`src/rtl/chip8_pkg.sv`:
```
// Shared constants and types for the CHIP-8 memory controller.
// Latency: none (package only).
// Backpressure: none (package only).
package chip8_pkg;

  // Processor request target: register file or BRAM-backed RAM
  localparam int PROC_MEM_TYPE_COUNT = 2;
  localparam int PROC_MEM_TYPE_W     = $clog2(PROC_MEM_TYPE_COUNT);
  localparam logic [PROC_MEM_TYPE_W-1:0] PROC_MEM_TYPE_REG = PROC_MEM_TYPE_W'(0);
  localparam logic [PROC_MEM_TYPE_W-1:0] PROC_MEM_TYPE_RAM = PROC_MEM_TYPE_W'(1);

  // Register file geometry and named slots (0-15 are V0-VF)
  localparam int REG_COUNT = 32;
  localparam int REG_AW    = 5;
  localparam int REG_IH    = 16;
  localparam int REG_IL    = 17;
  localparam int REG_PCH   = 18;
  localparam int REG_PCL   = 19;
  localparam int REG_SP    = 20;
  localparam int REG_DT    = 21;
  localparam int REG_ST    = 22;

  // Program counter comes out of reset at 0x200
  localparam logic [7:0] PCH_RST = 8'h02;
  localparam logic [7:0] PCL_RST = 8'h00;

  typedef enum logic {
    PORT_PROC = 1'b0,
    PORT_DISP = 1'b1
  } rd_port_e;

  // One slot of the read-return pipeline
  typedef struct packed {
    logic                       vld;
    rd_port_e                   port;
    logic [PROC_MEM_TYPE_W-1:0] mtype;
    logic [7:0]                 reg_dat;
  } rd_tag_t;

  // Timer decrement that sticks at zero
  function automatic logic [7:0] sat_dec(input logic [7:0] v);
    return (v == 8'h00) ? v : v - 8'd1;
  endfunction

endpackage

```
`src/rtl/chip8_regfile.sv`:
```
// CHIP-8 register file (V0-VF, I, PC, SP, DT, ST, spares) with 60 Hz timers.
// Latency: writes land at the clock edge; rd_dat is a combinational view of the array.
// Backpressure: none, every write is taken; a write to DT/ST beats a same-cycle timer tick.
// Ports: clk_in/rst_n_in clock and async active-low reset; wr_vld/wr_addr/wr_dat write port;
//        rd_addr/rd_dat read port; timer_decr 60 Hz strobe; audio_active registered (ST != 0).
module chip8_regfile
  import chip8_pkg::*;
(
  input  logic              clk_in,
  input  logic              rst_n_in,
  input  logic              wr_vld,
  input  logic [REG_AW-1:0] wr_addr,
  input  logic [7:0]        wr_dat,
  input  logic [REG_AW-1:0] rd_addr,
  output logic [7:0]        rd_dat,
  input  logic              timer_decr,
  output logic              audio_active
);

  logic [7:0] regs [REG_COUNT];
  logic [7:0] dt_nxt;
  logic [7:0] st_nxt;

  // Timer next values: tick first, then let a processor write override it
  always_comb begin
    dt_nxt = timer_decr ? sat_dec(regs[REG_DT]) : regs[REG_DT];
    st_nxt = timer_decr ? sat_dec(regs[REG_ST]) : regs[REG_ST];
    if (wr_vld && wr_addr == REG_AW'(REG_DT)) dt_nxt = wr_dat;
    if (wr_vld && wr_addr == REG_AW'(REG_ST)) st_nxt = wr_dat;
  end

  always_ff @(posedge clk_in or negedge rst_n_in) begin
    if (!rst_n_in) begin
      for (int i = 0; i < REG_COUNT; i++) regs[i] <= 8'h00;
      regs[REG_PCH] <= PCH_RST;
      regs[REG_PCL] <= PCL_RST;
      audio_active  <= 1'b0;
    end else begin
      if (wr_vld) regs[wr_addr] <= wr_dat;
      // DT/ST always take their merged next value, which already includes any write
      regs[REG_DT] <= dt_nxt;
      regs[REG_ST] <= st_nxt;
      // Tracks the new ST so the flag changes in the same cycle as the register
      audio_active <= (st_nxt != 8'h00);
    end
  end

  assign rd_dat = regs[rd_addr];

endmodule

```
`src/rtl/chip8_mem_ctrl.sv`:
```
// CHIP-8 memory controller: arbitrates processor and display onto one BRAM port plus a register file.
// Latency: every read returns exactly BRAM_LATENCY+1 cycles after acceptance, in order; writes return nothing.
// Backpressure: display has fixed priority and is always taken; mem_ready_out = !disp_valid_in.
// Ports: mem_* processor request/response; disp_* display read request/response; bram_* external BRAM
//        (bram_data_in valid BRAM_LATENCY cycles after bram_addr_out); active_audio_out ST != 0;
//        error_out sticky flag for register accesses outside 0-31.
module chip8_mem_ctrl
  import chip8_pkg::*;
#(
  parameter int BRAM_LATENCY = 2
) (
  input  logic                       clk_in,
  input  logic                       rst_n_in,
  input  logic                       timer_decr_in,
  input  logic [11:0]                mem_addr_in,
  input  logic                       mem_we_in,
  input  logic                       mem_valid_in,
  input  logic [7:0]                 mem_data_in,
  input  logic [PROC_MEM_TYPE_W-1:0] mem_type_in,
  output logic                       mem_ready_out,
  output logic                       mem_valid_out,
  output logic [7:0]                 mem_data_out,
  input  logic                       disp_valid_in,
  input  logic [11:0]                disp_addr_in,
  output logic                       disp_valid_out,
  output logic [7:0]                 disp_data_out,
  output logic [11:0]                bram_addr_out,
  output logic                       bram_we_out,
  output logic [7:0]                 bram_data_out,
  input  logic [7:0]                 bram_data_in,
  output logic                       active_audio_out,
  output logic                       error_out
);

  localparam int RD_DEPTH = BRAM_LATENCY + 1;

  logic       proc_acc;
  logic       proc_reg;
  logic       proc_ram;
  logic       reg_bad;
  logic [7:0] rf_rd_dat;
  rd_tag_t    new_tag;
  rd_tag_t    pipe [RD_DEPTH];
  rd_tag_t    tail;
  logic [7:0] rsp_dat;

  // Display wins the single BRAM port outright
  assign mem_ready_out = ~disp_valid_in;
  assign proc_acc      = mem_valid_in & mem_ready_out;
  assign proc_reg      = proc_acc && (mem_type_in == PROC_MEM_TYPE_REG);
  assign proc_ram      = proc_acc && (mem_type_in == PROC_MEM_TYPE_RAM);
  // Register space is only 32 entries; any upper address bit is a bad access
  assign reg_bad       = |mem_addr_in[11:5];

  chip8_regfile u_regfile (
    .clk_in       (clk_in),
    .rst_n_in     (rst_n_in),
    .wr_vld       (proc_reg & mem_we_in & ~reg_bad),
    .wr_addr      (mem_addr_in[4:0]),
    .wr_dat       (mem_data_in),
    .rd_addr      (mem_addr_in[4:0]),
    .rd_dat       (rf_rd_dat),
    .timer_decr   (timer_decr_in),
    .audio_active (active_audio_out)
  );

  // Tag for a read accepted this cycle; register data is snapshotted now
  always_comb begin
    new_tag = '0;
    if (disp_valid_in) begin
      new_tag.vld   = 1'b1;
      new_tag.port  = PORT_DISP;
      new_tag.mtype = PROC_MEM_TYPE_RAM;
    end else if (proc_acc && !mem_we_in) begin
      new_tag.vld     = 1'b1;
      new_tag.port    = PORT_PROC;
      new_tag.mtype   = mem_type_in;
      new_tag.reg_dat = (proc_reg && !reg_bad) ? rf_rd_dat : 8'h00;
    end
  end

  assign tail    = pipe[RD_DEPTH-1];
  assign rsp_dat = (tail.mtype == PROC_MEM_TYPE_REG) ? tail.reg_dat : bram_data_in;

  always_ff @(posedge clk_in or negedge rst_n_in) begin
    if (!rst_n_in) begin
      for (int i = 0; i < RD_DEPTH; i++) pipe[i] <= '0;
      bram_addr_out  <= 12'h000;
      bram_we_out    <= 1'b0;
      bram_data_out  <= 8'h00;
      mem_valid_out  <= 1'b0;
      mem_data_out   <= 8'h00;
      disp_valid_out <= 1'b0;
      disp_data_out  <= 8'h00;
      error_out      <= 1'b0;
    end else begin
      // BRAM request register: one access per accepted RAM request
      bram_we_out <= 1'b0;
      if (disp_valid_in) begin
        bram_addr_out <= disp_addr_in;
      end else if (proc_ram) begin
        bram_addr_out <= mem_addr_in;
        bram_we_out   <= mem_we_in;
        if (mem_we_in) bram_data_out <= mem_data_in;
      end

      // Fixed-length shift keeps REG and RAM reads in acceptance order
      pipe[0] <= new_tag;
      for (int i = 1; i < RD_DEPTH; i++) pipe[i] <= pipe[i-1];

      mem_valid_out  <= tail.vld && (tail.port == PORT_PROC);
      disp_valid_out <= tail.vld && (tail.port == PORT_DISP);
      if (tail.vld && tail.port == PORT_PROC) mem_data_out  <= rsp_dat;
      if (tail.vld && tail.port == PORT_DISP) disp_data_out <= rsp_dat;

      if (proc_reg && reg_bad) error_out <= 1'b1;
    end
  end

endmodule
```
`config.mk`:
```
export PLATFORM = sky130hd
export DESIGN_NAME = chip8_mem_ctrl
export DESIGN_NICKNAME = d
export VERILOG_FILES = /design/src/rtl/chip8_pkg.sv /design/src/rtl/chip8_regfile.sv /design/src/rtl/chip8_mem_ctrl.sv
export SDC_FILE = /design/constraint.sdc
export NUM_CORES = 1
export LEC_CHECK = 0
export ABC_AREA = 0
export BUFFER_PORTS_ARGS = -buffer_cell sky130_fd_sc_hd__buf_2
export CAP_MARGIN = 20
export CELL_PAD_IN_SITES_DETAIL_PLACEMENT = 0
export CELL_PAD_IN_SITES_GLOBAL_PLACEMENT = 2
export CORE_MARGIN = 4
export CORE_UTILIZATION = 35
export CTS_CLUSTER_SIZE = 16
export DETAILED_ROUTE_END_ITERATION = 7
export GPL_TIMING_DRIVEN = 0
export PLACE_DENSITY = 0.72
export SYNTH_ARGS = -nofsm -noshare
export SYNTH_HDL_FRONTEND = slang
export SYNTH_HIERARCHICAL = 1
export SYNTH_SLANG_ARGS = --single-unit
export TNS_END_PERCENT = 100
```
`constraint.sdc`:
```
create_clock -name clk_in -period 2.81 [get_ports clk_in]
set_input_delay 0 -clock clk_in [delete_from_list [all_inputs] [get_ports clk_in]]
set_output_delay 0 -clock clk_in [all_outputs]
set_load 0.02 [all_outputs]
```
# Word-level counts from Yosys, hierarchy flattened
# Cells that the tools add are included.
# op_classes
addsub	2
magnitude_cmp	2
n_eq_ne	3
n_mux	21
bitwise_logic	8
n_reduce_logical	20
# ops
cell	count
$bwmux 256	1
$mux 8	12
$bmux 8 s5	1
$demux 8 s5	1
$mux 12	2
$logic_not 8->1	2
$sub 8x1->8 const B	2
$mux 11	1
$eq 5x5->1 const B	2
$logic_and 1x1->1	10
$reduce_bool 8->1	1
$reduce_or 7->1	1
$ge 6x6->1 const B	1
$lt 6x1->1 const B	1
$not 5->6	1
$not 1->1	4
$reduce_bool 2->1	2
$and 1x1->1	3
$mux 3	1
$reduce_and 3->1	1
$logic_not 1->1	2
$mux 1	2
$ne 2x2->1 const B	1
$reduce_and 2->1	1
# totals
reg_bits	330
input_bits	47
output_inout_bits	42
elab_cells	109

# Logic depth before layout (Yosys ltp)
# logic_depth
depth_word	8
depth_mapped	11

# Hierarchy
# Netlist, hierarchy kept.
# modules_own_cells
mod	instances	cells_each	area_per_inst_um2	seq_area_each_um2
chip8_regfile	1	769	12029.0	6432.4
chip8_mem_ctrl	1	187	2808.9	1826.8

# Worst setup path before layout
# No wires, ideal clock.
# synth_path
kind	input to register
from	in disp_valid_in
to	reg u_regfile/regs[24] (netlist name)
setup_ns	0.125
arrival_time_ns	2.340
required_time_ns	2.685
slack_ns	0.345
path_stages	8
n_path_buf	3
path_cell_list	buf_6 -> or3b_1 -> buf_6 -> nor4_2 -> or3b_2 -> clkbuf_1 -> nor2_2 -> mux2_2
# synth_between
elab_chain_len	5
# synth_lines
item	line_no	source
start, declared	chip8_mem_ctrl.sv:23	input logic disp_valid_in,
$not 1->1 (no source line)	-	
$and 1x1->1	chip8_mem_ctrl.sv:49	assign proc_acc = mem_valid_in & mem_ready_out;
$logic_and 1x1->1	chip8_mem_ctrl.sv:50	assign proc_reg = proc_acc && (mem_type_in == PROC_MEM_TYPE_REG);
$and 1x1->1 (2 in a row)	chip8_mem_ctrl.sv:58	.wr_vld (proc_reg & mem_we_in & ~reg_bad),
end signal, assigned by index	chip8_regfile.sv:39	if (wr_vld) regs[wr_addr] <= wr_dat;
end signal, assigned by index	chip8_regfile.sv:41	regs[REG_DT] <= dt_nxt;
end signal, assigned by index	chip8_regfile.sv:42	regs[REG_ST] <= st_nxt;
end, declared	chip8_regfile.sv:20	logic [7:0] regs [REG_COUNT];
# Every way passes these cells.
# A chain may end at the register's enable or synchronous reset.

==> run summary <==
The flow ran to the end, and the final reports show no timing, DRC or antenna violations. The post-route DRC violation count came out at 0. In this run, synthesis inferred 0 flip-flops with an integrated enable. The final clock skew came out at 0.0183 ns. In this run, placement finished with an instance count of 1585. The weighted congestion reported at the end of routability-driven placement came out at 0.770.

The routed wire length on met2 came out at 18.2 mm. The wire length after detailed routing came out at 37.6 mm. The ratio of cells with drive above 1 in the final layout is 47.1%.

The net count after synthesis is 1006. The wire length per cell after detailed routing is 22.1 um. The clock transition at the registers of the reported paths came out at 0.06 ns. In this run the cell area measured after placement is 0.0160 mm^2. The worst hold path cell count came out at 3. The pin count of the biggest net entering global routing is 123. TritonCTS built the clock tree. The layout has 3780 filler cells. The cell that appears most often on the critical path is sky130_fd_sc_hd__mux4_2.

Pin placement for this block handled 89 I/O pins. The floorplan has 75 rows. The synthesized cell area came out at 0.0148 mm^2.

The horizontal die dimension is 214 um. The total half-perimeter wirelength after legalization and detailed placement is 26.3 mm. In this run the critical register-to-register path is launched from u_regfile/regs[78]. The flip-flop and latch area is 0.00826 mm^2. The effective utilization at floorplan is 35.4%. For this block, the via count after detailed routing is 8684. The non-filler instance count after layout came out at 1701. The height of the die came out at 214 um. The synthesized instance count came out at 956. The clock latency reported for the late side of the worst-skew pair is 0.52 ns. The count of antenna-violating nets left after detailed routing is 0. The detailed-router iteration count before antenna repair came out at 4.

The critical path is of the input pin to flip-flop type. For the worst setup path, the data arrival time is 3.03 ns. The share of synthesized flip-flops with an asynchronous set or reset came out at 100%. The slack of the worst reg-to-reg path came out at 0.60 ns. After floorplanning, the core was sized to cover 0.0419 mm^2. In this run the deepest clock path goes through 3 buffers. The most common cell after layout, fill and taps aside is sky130_fd_sc_hd__dfrtp_1. The critical register-to-register path endpoint is u_regfile/audio_active. In this run the most critical hold path is launched from mem_valid_in. After layout, the minimum clock period comes to 2.66 ns. The synthesized area divided by synthesized cell count is 15.5 um^2. The leakage power total came out at 8.30 nW. The layout-stage area growth over the synthesis result came out at 19.6%. The tree is rooted in a sky130_fd_sc_hd__clkbuf_16.

The number of global-route vias before repair came out at 9686. The via count normalized by instance count is 5.11. Buffers inserted during clock tree synthesis total 38. The final layout contains 1188 nets.

The largest stage delay on the critical path is 0.81 ns. After layout, the worst path uses 94.8% of the clock period. 0 antenna diodes ended up in the layout.

The total count of max-transition violations in the final report is 0. In the layout the commonest cells are 329 x sky130_fd_sc_hd__dfrtp_1, 282 x sky130_fd_sc_hd__mux2_2, 90 x sky130_fd_sc_hd__buf_2, 80 x sky130_fd_sc_hd__mux4_2, 52 x sky130_fd_sc_hd__dlygate4sd3_1. The summed area of non-filler cells in the final layout is 0.0177 mm^2.

The maximum net fanout on the critical path is 10. The worst setup path is captured at a flip-flop. The sequential element share of the synthesized area came out at 55.7%. Derived from the worst setup path, the maximum achievable clock frequency is 375 MHz. The detailed router used layers up to and including met4.

The number of different library cells in the post-synthesis netlist came out at 47. The number of design-rule violations left by the first detailed-router iteration came out at 483. The count of input and output buffers is 88. The required time of the critical path came out at 3.17 ns. Setup repair after global routing left no endpoint under its margin. The area taken by multi-input logic gates is 0.00622 mm^2. For this run, the total global-route usage over all layers was measured as 16.7%. The final-report hold violation count came out at 0. The met1 wire length came out at 17.0 mm. The total negative setup slack came out at 0 ns. Setup violations remaining at the end of the flow were counted as 0. For this run, the leading register cell type out of synthesis is sky130_fd_sc_hd__dfrtp_1.

Walking the worst path, the cells encountered are buf_2 > clkbuf_1 > buf_1 > mux4_2 > mux4_2 > mux2_2 > nand2b_1 > nor4_2. The relative slew slack came out at 33.5%. The peak supply drop is 467 uV. The slew at the pin closest to its max-slew limit is 0.997 ns. The sink of the worst hold path is bram_we_out.

The number of antenna violations at the first check in global routing is 0. The clock tree synthesis step divided the H-tree into 2 levels. Synthesis inferred 330 register bits.

The power per cell area came out at 634 mW/mm^2. The wire length of the first global-routing pass came out at 59.6 mm. The area of the die is 0.0458 mm^2.

The cell depth of the worst flop-to-flop path came out at 6. The total of warnings raised by yosys came out at 6. The max-cap violation count is 0.

The total congestion overflow came out at 0. In this run the worst hold path is classified as input pin to flip-flop. The worst-path cell with the longest stage delay is sky130_fd_sc_hd__buf_1.

The routed length on met3 is 1.80 mm. Counting every sink on the clock net gives 330. The worst setup path is launched from an input pin.
## critical path: cells and delay by family
| family | cells | cell delay [ns] |
|---|---|---|
| mux | 3 | 1.31 |
| simple gates | 2 | 0.12 |
| buf+inv | 3 | 1.58 |
## layer usage
| layer | global-route usage, % | vias up |
|---|---|---|
| li1 | - | 3895 |
| met1 | 23.1 | 4577 |
| met2 | 27.5 | 174 |
| met3 | 3.45 | 38 |
| met4 | 3.37 | 0 |
| met5 | 0 | - |
## logic make-up after synthesis
kind of cell,share of synthesized area [%]
buf+inv,2.45
flops,55.7
fa+ha+maj,0.253
xor+xnor,0.826
simple gates,4.79
compound gates,1.37
mux,34.6
## cell type report
class | count | share of cell area, %
Inverter | 16 | 0.339
Tap cell | 539 | 3.80
Clock buffer | 51 | 6.04
Timing Repair Buffer | 142 | 5.78
Buffer | 64 | 1.71
Multi-Input combinational cell | 546 | 35.0
Clock inverter | 13 | 0.733
Sequential cell | 330 | 46.6
## worst max path at each step
stage                               to  slack, ns      startpoint  cells after the start
floorplan           u_regfile/regs[24]       0.35   disp_valid_in                      8
global placement    u_regfile/regs[40]      -4.76        rst_n_in                      1
detailed placement            pipe[26]      -0.42  mem_addr_in[1]                      8
CTS                           pipe[26]       0.10  mem_addr_in[1]                      8
global route                  pipe[26]       0.03  mem_addr_in[1]                      8
finish                        pipe[26]       0.15  mem_addr_in[1]                      8
## where the power goes
part           leakage [nW]  internal [mW]  switching [mW]  total (mW)
Combinational          3.24          0.556           0.732        1.29
Clock                 0.586           2.86            1.92        4.78
Sequential             4.47           4.96           0.222        5.19
## timing repair
action / 4_1_cts / 5_1_grt
hold endpoints to repair: 158 / 0
hold buffers: 52 / 0
buffers inserted: 0 / 0
setup endpoints to repair: 0 / 1
resized for setup: 0 / 1
## flip-flops by register name (all words and copies together) (netlist names)
name                    flops
bram_addr_out              12
bram_data_out               8
bram_we_out                 1
disp_data_out               8
disp_valid_out              1
error_out                   1
mem_data_out                8
mem_valid_out               1
pipe                       33
u_regfile/audio_active      1
u_regfile/regs            256
## synth_stat cells (6+ instances only)
cell type | count | area, um^2
sky130_fd_sc_hd__nor2_1 | 22 | 82.6
sky130_fd_sc_hd__mux2_2 | 282 | 3180
sky130_fd_sc_hd__dfrtp_1 | 329 | 8230
sky130_fd_sc_hd__buf_4 | 8 | 60.1
sky130_fd_sc_hd__xor2_1 | 6 | 52.6
sky130_fd_sc_hd__inv_1 | 16 | 60.1
sky130_fd_sc_hd__mux2i_1 | 14 | 140
sky130_fd_sc_hd__a21oi_1 | 24 | 120
sky130_fd_sc_hd__clkbuf_1 | 41 | 154
sky130_fd_sc_hd__buf_1 | 8 | 30.0
sky130_fd_sc_hd__nor4_2 | 8 | 100
sky130_fd_sc_hd__mux4_2 | 80 | 1800
sky130_fd_sc_hd__xnor2_1 | 8 | 70.1
sky130_fd_sc_hd__nand3b_1 | 7 | 52.6
sky130_fd_sc_hd__nand2b_1 | 9 | 56.3
sky130_fd_sc_hd__nand2_1 | 30 | 113
## through the flow
stage	setup slack [ns]	hold WS, ns	power (mW)	utilization [%]
after global routing	0.0256	0.0344	11.8	42.3
after detailed placement	-0.421	0.106	6.51	38.2
after global placement	-4.76	0.137	6.49	38.0
after CTS	0.100	0.0125	11.4	42.3
final	0.145	0.0110	11.3	42.3
after floorplan	0.345	-0.296	5.98	-
Note: power is estimated with default switching activity, not from simulation.
